<file path="config.mk">
export PLATFORM = sky130hd
export DESIGN_NAME = clause_vote_accumulator
export DESIGN_NICKNAME = d
export VERILOG_FILES = /design/src/rtl/tm_pkg.sv /design/src/rtl/sat_add_signed.sv /design/src/rtl/clause_vote_accumulator.sv
export SDC_FILE = /design/constraint.sdc
export NUM_CORES = 1
export LEC_CHECK = 0
export ABC_AREA = 1
export CAP_MARGIN = 0
export CORE_UTILIZATION = 43
export DETAILED_ROUTE_END_ITERATION = 7
export GPL_TIMING_DRIVEN = 0
export PLACE_DENSITY = 0.66
export REMOVE_ABC_BUFFERS = 1
export SYNTH_ARGS = -nofsm -noshare
export SYNTH_HDL_FRONTEND = slang
export SYNTH_HIERARCHICAL = 1
export SYNTH_SLANG_ARGS = --single-unit
</file>
<file path="constraint.sdc">
create_clock -name clock -period 6.15 [get_ports clock]
set_input_delay 1.5375 -clock clock [delete_from_list [all_inputs] [get_ports clock]]
set_output_delay 1.5375 -clock clock [all_outputs]
set_load 0.02 [all_outputs]
</file>
<file path="src/rtl/tm_pkg.sv">
// Shared widths, FSM encoding and vote codes for the TM clause-vote path.
// Imported by clause_vote_accumulator and sat_add_signed.
package tm_pkg;

    localparam int DEF_CLASS_W     = 4;
    localparam int DEF_CLAUSE_W    = 9;
    localparam int DEF_SUM_W       = 10;
    localparam int DEF_NUM_CLASSES = 10;

    typedef enum logic [1:0] {
        ACCUM = 2'd0,
        EMIT  = 2'd1,
        PRED  = 2'd2
    } state_t;

    // Two-bit signed vote: +1, 0, -1
    localparam logic [1:0] VOTE_ZERO = 2'b00;
    localparam logic [1:0] VOTE_POS  = 2'b01;
    localparam logic [1:0] VOTE_NEG  = 2'b11;

endpackage

</file>
<file path="src/rtl/sat_add_signed.sv">
// Saturating signed add of a +1/0/-1 step to a W-bit value.
// Ports: a (signed value), step (vote code), y (saturated result).
module sat_add_signed
    import tm_pkg::*;
#(
    parameter int W = DEF_SUM_W
) (
    input  logic [W-1:0] a,
    input  logic [1:0]   step,
    output logic [W-1:0] y
);

    localparam logic [W-1:0] MAX = {1'b0, {(W-1){1'b1}}};
    localparam logic [W-1:0] MIN = {1'b1, {(W-1){1'b0}}};

    always_comb begin
        y = a;
        unique case (1'b1)
            (step == VOTE_POS): y = (a == MAX) ? a : a + 1'b1;
            (step == VOTE_NEG): y = (a == MIN) ? a : a - 1'b1;
            default:            y = a;
        endcase
    end

endmodule

</file>
<file path="src/rtl/clause_vote_accumulator.sv">
// Turns a clause-result stream into saturating per-class vote sums and
// an argmax prediction per sample.
// Ports: in_* beat stream (valid/ready), sum_* class sums (valid/ready),
// pred_* one-cycle prediction strobe, dup_drop/class_err drop pulses.
module clause_vote_accumulator
    import tm_pkg::*;
#(
    parameter int CLASS_W     = DEF_CLASS_W,
    parameter int CLAUSE_W    = DEF_CLAUSE_W,
    parameter int SUM_W       = DEF_SUM_W,
    parameter int NUM_CLASSES = DEF_NUM_CLASSES
) (
    input  logic                clock,
    input  logic                reset,
    input  logic                in_valid,
    output logic                in_ready,
    input  logic [CLASS_W-1:0]  in_class,
    input  logic [CLAUSE_W-1:0] in_clause,
    input  logic                in_fire,
    input  logic                in_last,
    output logic                sum_valid,
    input  logic                sum_ready,
    output logic [CLASS_W-1:0]  sum_class,
    output logic [SUM_W-1:0]    sum_value,
    output logic                pred_valid,
    output logic [CLASS_W-1:0]  pred_class,
    output logic [SUM_W-1:0]    pred_sum,
    output logic                dup_drop,
    output logic                class_err
);

    state_t state, state_n;

    logic [SUM_W-1:0]    acc, acc_n;
    logic [CLASS_W-1:0]  cur_class, cur_class_n;
    logic                have_data, have_data_n;
    logic                prev_valid, prev_valid_n;
    logic [CLASS_W-1:0]  prev_class, prev_class_n;
    logic [CLAUSE_W-1:0] prev_clause, prev_clause_n;
    logic                last_pend, last_pend_n;
    logic                fin, fin_n;
    logic                best_valid, best_valid_n;
    logic [CLASS_W-1:0]  best_class, best_class_n;
    logic [SUM_W-1:0]    best_sum, best_sum_n;
    logic [CLASS_W-1:0]  sum_class_n, pred_class_n;
    logic [SUM_W-1:0]    sum_value_n, pred_sum_n;
    logic                dup_n, err_n;

    logic                accept, legal, dup, better;
    logic [1:0]          vote;
    logic [SUM_W-1:0]    acc_vote, vote_ext, best_inc;

    assign in_ready   = (state == ACCUM);
    assign sum_valid  = (state == EMIT);
    assign pred_valid = (state == PRED);

    assign accept = in_valid && in_ready;
    assign legal  = int'(in_class) < NUM_CLASSES;
    assign dup    = prev_valid && (in_class == prev_class)
                    && (in_clause == prev_clause);
    assign vote   = !in_fire     ? VOTE_ZERO :
                    in_clause[0] ? VOTE_NEG  : VOTE_POS;
    assign vote_ext = {{(SUM_W-2){vote[1]}}, vote};

    sat_add_signed #(.W(SUM_W)) u_acc_add (
        .a    (acc),
        .step (vote),
        .y    (acc_vote)
    );

    // sum > best  <=>  sum >= best+1, unless best+1 saturated
    sat_add_signed #(.W(SUM_W)) u_best_inc (
        .a    (best_sum),
        .step (VOTE_POS),
        .y    (best_inc)
    );

    assign better = !best_valid
                    || (($signed(sum_value) >= $signed(best_inc))
                        && (best_inc != best_sum));

    always_comb begin
        state_n       = state;
        acc_n         = acc;
        cur_class_n   = cur_class;
        have_data_n   = have_data;
        prev_valid_n  = prev_valid;
        prev_class_n  = prev_class;
        prev_clause_n = prev_clause;
        last_pend_n   = last_pend;
        fin_n         = fin;
        best_valid_n  = best_valid;
        best_class_n  = best_class;
        best_sum_n    = best_sum;
        sum_class_n   = sum_class;
        sum_value_n   = sum_value;
        pred_class_n  = pred_class;
        pred_sum_n    = pred_sum;
        dup_n         = 1'b0;
        err_n         = 1'b0;
        unique case (state)
            ACCUM: begin
                if (accept) begin
                    if (!legal || dup) begin
                        // dropped beat still closes the sample
                        err_n = !legal;
                        dup_n = legal;
                        if (in_last) begin
                            if (have_data) begin
                                sum_class_n = cur_class;
                                sum_value_n = acc;
                                fin_n       = 1'b1;
                                state_n     = EMIT;
                            end else begin
                                pred_class_n = best_class;
                                pred_sum_n   = best_sum;
                                state_n      = PRED;
                            end
                        end
                    end else begin
                        prev_valid_n  = 1'b1;
                        prev_class_n  = in_class;
                        prev_clause_n = in_clause;
                        cur_class_n   = in_class;
                        if (have_data && (in_class != cur_class)) begin
                            sum_class_n = cur_class;
                            sum_value_n = acc;
                            acc_n       = vote_ext;
                            last_pend_n = in_last;
                            state_n     = EMIT;
                        end else begin
                            acc_n       = acc_vote;
                            have_data_n = 1'b1;
                            if (in_last) begin
                                sum_class_n = in_class;
                                sum_value_n = acc_vote;
                                fin_n       = 1'b1;
                                state_n     = EMIT;
                            end
                        end
                    end
                end
            end
            EMIT: begin
                if (sum_ready) begin
                    if (better) begin
                        best_valid_n = 1'b1;
                        best_class_n = sum_class;
                        best_sum_n   = sum_value;
                    end
                    if (last_pend) begin
                        sum_class_n = cur_class;
                        sum_value_n = acc;
                        last_pend_n = 1'b0;
                        fin_n       = 1'b1;
                    end else if (fin) begin
                        pred_class_n = better ? sum_class : best_class;
                        pred_sum_n   = better ? sum_value : best_sum;
                        state_n      = PRED;
                    end else begin
                        state_n = ACCUM;
                    end
                end
            end
            PRED: begin
                best_valid_n = 1'b0;
                best_class_n = '0;
                best_sum_n   = '0;
                have_data_n  = 1'b0;
                prev_valid_n = 1'b0;
                fin_n        = 1'b0;
                acc_n        = '0;
                state_n      = ACCUM;
            end
            default: state_n = ACCUM;
        endcase
    end

    always_ff @(posedge clock or negedge reset) begin
        if (!reset) begin
            state       <= ACCUM;
            acc         <= '0;
            cur_class   <= '0;
            have_data   <= 1'b0;
            prev_valid  <= 1'b0;
            prev_class  <= '0;
            prev_clause <= '0;
            last_pend   <= 1'b0;
            fin         <= 1'b0;
            best_valid  <= 1'b0;
            best_class  <= '0;
            best_sum    <= '0;
            sum_class   <= '0;
            sum_value   <= '0;
            pred_class  <= '0;
            pred_sum    <= '0;
            dup_drop    <= 1'b0;
            class_err   <= 1'b0;
        end else begin
            state       <= state_n;
            acc         <= acc_n;
            cur_class   <= cur_class_n;
            have_data   <= have_data_n;
            prev_valid  <= prev_valid_n;
            prev_class  <= prev_class_n;
            prev_clause <= prev_clause_n;
            last_pend   <= last_pend_n;
            fin         <= fin_n;
            best_valid  <= best_valid_n;
            best_class  <= best_class_n;
            best_sum    <= best_sum_n;
            sum_class   <= sum_class_n;
            sum_value   <= sum_value_n;
            pred_class  <= pred_class_n;
            pred_sum    <= pred_sum_n;
            dup_drop    <= dup_n;
            class_err   <= err_n;
        end
    end

endmodule

</file>
---- Word level (Yosys, flattened, before mapping) ----
Cells that the tools add are included.
storage, ports and cells
  input bits .............................. 19
  output and inout port bits .............. 33
  logic and storage cells ................. 164
  bits in registers ....................... 74
operators by class
  add/subtract/negate cells ............... 3
  bitwise operators ....................... 1
  magnitude comparators ................... 2
  multiplexer cells ....................... 90
  equality and inequality tests ........... 27
  reductions and logical operators ........ 24
operators by type and width
  kind                     count
  $mux W10                 23
  $pmux W10 S2             5
  $mux W4                  17
  $mux W1                  25
  $pmux W4 S2              3
  $mux W2                  11
  $add A10 B1 Y10 const B  2
  $eq A10 B9 Y1 const B    2
  $ne A2 B1 Y1 const B     8
  $reduce_and A8 Y1        2
  $eq A10 B10 Y1 const B   1
  $ge A10 B10 Y1           1
  $ne A10 B10 Y1           1
  $reduce_and A5 Y1        2
  $sub A10 B1 Y10 const B  1
  $eq A9 B9 Y1             1
  $ne A3 B3 Y1 const B     3
  $reduce_and A3 Y1        3
  $ne A2 B2 Y1 const B     4
  $pmux W1 S2              4
  $reduce_and A7 Y1        1
  $reduce_bool A2 Y1       3
  $logic_and A1 B1 Y1      5
  $eq A2 B1 Y1 const B     2
  other kinds (14)         17

---- Depth between registers and ports, before layout ----
  word-level depth ........................ 10
  depth in mapped cells ................... 26
  mapped depth without buffers ............ 24

---- Cells and area by module ----
Netlist, hierarchy kept.
modules (own cells, without submodules)
  module                        times used  sequential area each (um2)  area an instance (um2)  cells each
  clause_vote_accumulator       1           1851.8                      4473.0                  643
  sat_add_signed at u_acc_add   1           0.0                         789.5                   150
  sat_add_signed at u_best_inc  1           0.0                         733.2                   150

---- Worst setup path after synthesis ----
OpenSTA, ideal clock, no wires.
  kind .................................... input port to flip-flop
  from .................................... input port in_clause[3]
  to ...................................... register sum_value[4]
  buffers on the path ..................... 1
  data arrival time ....................... 2.723 ns
  slack ................................... 3.310 ns
  library setup time ...................... 0.117 ns
  stages .................................. 12
  required time ........................... 6.033 ns
  cell sequence ........................... or2_1 o21ai_0 nor2_1 nand2_1 nor2_1 nand2_2 nand2_4 o21ai_2 nand3_2 buf_6 nand2_1 nand2_1
on the way
  longest elaborated chain between the ends .. 6
  elaborated cells between the ends (all ways) .. 9
  classes of those cells .................. 3 x eq/ne; 3 x mux; 3 x reduce/logical
RTL lines
  element                  RTL line                        text
  from (decl)              clause_vote_accumulator.sv:18   input logic [CLAUSE_W-1:0] in_clause,
  $eq A9 B9 Y1 (*)         clause_vote_accumulator.sv:60   && (in_clause == prev_clause);
  $logic_and A1 B1 Y1 (*)  clause_vote_accumulator.sv:60
  $logic_or A1 B1 Y1 (*)   clause_vote_accumulator.sv:104  if (!legal || dup) begin
  $mux W10                 clause_vote_accumulator.sv:104
  $mux W10                 clause_vote_accumulator.sv:103  if (accept) begin
  $pmux W10 S2             clause_vote_accumulator.sv:101  unique case (state)
  to (signal assigned)     clause_vote_accumulator.sv:213  sum_value <= sum_value_n;
  to (decl)                clause_vote_accumulator.sv:24   output logic [SUM_W-1:0] sum_value,
Mark *: on every way between the ends. The rest lies on a longest branch, timed or not. The select of a mux whose other input is x is not followed.
A chain may end at the register's enable or synchronous reset.

---- Worst setup path in the final report ----
  from .................................... register best_sum[1]
  to ...................................... register best_class[3]
on the way
  longest elaborated chain between the ends .. 8
  elaborated cells between the ends (all ways) .. 10
  classes of those cells .................. 1 x add/sub; 1 x order compare; 2 x eq/ne; 4 x mux; 2 x reduce/logical
RTL lines
  element                                                  RTL line                                                      text
  from (decl)                                              clause_vote_accumulator.sv:44                                 logic [SUM_W-1:0] best_sum, best_sum_n;
  from (signal assigned)                                   clause_vote_accumulator.sv:211                                best_sum <= best_sum_n;
  $add A10 B1 Y10 / $eq A10 B9 Y1 (equally long branches)  sat_add_signed.sv:19                                          (step == VOTE_POS): y = (a == MAX) ? a : a + 1'b1;
  $mux W10 (*)                                             sat_add_signed.sv:19
  named net best_inc[9]                                    clause_vote_accumulator.sv:51                                 logic [SUM_W-1:0] acc_vote, vote_ext, best_inc;
  $ge A10 B10 Y1 / $ne A10 B10 Y1 (equally long branches)  clause_vote_accumulator.sv:79, clause_vote_accumulator.sv:80
  $logic_and A1 B1 Y1 (*)                                  clause_vote_accumulator.sv:80                                 && (best_inc != best_sum));
  $logic_or A1 B1 Y1 (*)                                   clause_vote_accumulator.sv:79                                 || (($signed(sum_value) >= $signed(best_inc))
  $mux W4 (*) (2 in series)                                --
  $pmux W4 S2 (*)                                          --
  to (signal assigned)                                     clause_vote_accumulator.sv:210                                best_class <= best_class_n;
  to (decl)                                                clause_vote_accumulator.sv:43                                 logic [CLASS_W-1:0] best_class, best_class_n;
The timed path passes the listed nets; every way through them passes the cells marked *. The select of a mux whose other input is x is not followed.

==> run metrics <==
status complete, no violations; Placed Cells 1146; CTS Buf Count 9; fin crit share 63.5%; Worst EP required 6.38 ns; CTS Sinks 74; core area 13400 sq um; R2R Setup Slk 2.24 ns; GRT Total Usage 22.1%; Fmax 0.256 GHz; setup bufs post-CTS 0; dpl hpwl 10.8 mm; Max transition margin 28.7%; Worst VDD drop 230 uV; P_leak 3.56 nW; DRT antenna net count 0; Mapped Area 6000 sq um; Critical Path Start Type register; routed via count 5833; post-synth cell types 39; Via density 5.02; Fin Setup TNS 0 ns; Fill cells 1390; Die Ht 120 um; routability cong. 0.888; WL final 15.1 mm; Warnings, synthesis 6; Crit Path Max Fanout 16; Chip Width 120 um; Max-Cap Viols 0; Hold Crit Depth 2; Synth async-reset ratio 100%; Pwr Total 0.00385 W; worst-skew pair later-pin latency 0.33 ns; I/O Buffers 51; Initial DRC Count 514; CP Capture Type register; post-synthesis register bit count 74; maximum clock insertion buffer count 2; Seq/Total Area, Yosys 30.9%; count of final hold-check violations 0; Worst Path Arrival 4.14 ns; die footprint 14400 sq um; first-pass GRT wire length 25.7 mm; Cells after Synth 943; H-tree levels 3; RSZ-0062 raised after global routing no; DRT Pass-1 Iters 7; IO Count 52; initial antenna violation count 0; worst-margin pin slew 1.07 ns; commonest non-fill, non-tap cell in the layout nand2_1; fin nets 1014; largest net degree at the start of global routing 70; # DRC 0; mean routed wirelength per cell 13.0 um; row count 42; R2R cell count 21; layout cells sized above 1 7.30%; clock-pin slew on the worst setup and hold paths 0.06 ns; PD cells 561 nW/um^2; CTS tree yes; # diodes 0; clock skew 0.00731 ns; commonest non-fill, non-tap cells in the layout nand2_1 (355), inv_1 (108), nand3_1 (105); crit path time final 3.91 ns; Hold WC Path Type reg2reg; Final Non-Filler Cells 1162; CP Class reg2reg; CTS Hold Bufs 0; Most used DFF post-synth dfrtp_1; CTS root buf clkbuf_16; EDFF count, synth 0; worst hold margin 0.477 ns; max-slew violations 0; synth-to-layout area growth 14.6%; PostCTS Resize Cnt 0; vias in the first global route 5300; endpoints failing setup 0; Initial Util 44.7%; total gr overflow 0; Avg Inst Size Synth 6.36 sq um
==> synthesized netlist by cell type, types with 10 or more instances <==
master / instances / area (sq um)
dfrtp_1: 74 / 1850
nor2_1: 90 / 338
ha_1: 14 / 175
o211ai_1: 12 / 90.1
buf_2: 10 / 50.1
nand2_1: 355 / 1330
nand4_1: 19 / 119
o21ai_0: 27 / 135
nand3_1: 105 / 526
inv_1: 108 / 405
a21oi_1: 13 / 65.1
nor2_2: 10 / 62.6
==> final timing paths <==
kind	from	endpoint
min in group asynchronous	reset	best_sum[9]
min	pred_sum[3]	pred_sum[3]
max	best_sum[1]	best_class[3]
max in group asynchronous	reset	acc[9]
max reg2reg	best_sum[1]	best_class[3]
min reg2reg	pred_sum[3]	pred_sum[3]
==> routing by layer <==
layer  part of all wire (%)  vias to the layer above  track usage (%)
met3                    4.5                       16             3.47
met1                     47                     2621             29.9
met4                    1.3                        0             6.95
met2                     47                      158             36.1
met5                      0                        -                0
li1                       -                     3038                -
==> worst max-delay path: stages (launching register included) <==
cell and delay, ns:
dfrtp_1 0.63, ha_1 0.29, nand3_2 0.16, nor2_4 0.19, nand3_2 0.13, nand2_2 0.11, inv_1 0.06, nand2_1 0.06
nand3_1 0.13, inv_1 0.11, ha_1 0.27, nand2_1 0.11, inv_1 0.04, a21oi_1 0.19, nand3_1 0.10, nand2_1 0.06
nand3_1 0.09, nand2_2 0.28, nand2_2 0.29, nand2_1 0.15, nand3_1 0.09, o21ai_0 0.26
==> state kept, by name, indices dropped and copies added, names as in the netlist <==
name and flops:
acc 10, best_class 4, best_sum 10, best_valid 1
class_err 1, dup_drop 1, fin 1, have_data 1
last_pend 1, pred_class 4, pred_sum 10, prev_class 4
prev_clause 9, prev_valid 1, state 2, sum_class 4
sum_value 10
==> kinds of logic (layout without fill, tap and decap cells) <==
group / count (synthesis) / in the layout / synth area share, %
other: 2 / 8 / 0.125
xor gates and xnor gates: 17 / 17 / 2.48
DFF: 74 / 74 / 30.9
and+or+nand+nor: 620 / 620 / 46.2
adders and majority gates: 14 / 14 / 2.92
buffers and inverters: 151 / 188 / 11.1
AOI/OAI and AO/OA: 65 / 65 / 6.32
==> stage by stage <==
stage | instance area [sq um] | util, % | worst slack, ns
2_1_floorplan | 5800 | - | 3.09
3_3_place_gp | 6540 | 48.8 | 0.871
3_5_place_dp | 6560 | 49.0 | 1.97
4_1_cts | 6870 | 51.3 | 2.28
5_1_grt | 6870 | 51.3 | 1.91
6_report | 6870 | 51.3 | 2.24
==> layout make-up <==
type | count | area [sq um] | area share [%]
clock buffers | 11 | 253 | 3.68
clock inverters | 5 | 61.3 | 0.892
inverters | 120 | 450 | 6.55
multi-input cells | 724 | 3500 | 50.9
flip-flops and latches | 74 | 1850 | 26.9
well taps | 176 | 220 | 3.20
repair buffers | 52 | 536 | 7.79
==> where the power goes <==
group | internal [W] | switching (W) | total [W]
clock network | 0.000338 | 0.000210 | 0.000547
logic | 0.000818 | 0.00147 | 0.00229
registers | 0.000691 | 0.000324 | 0.00101
Power figures use the tool's default switching activity.
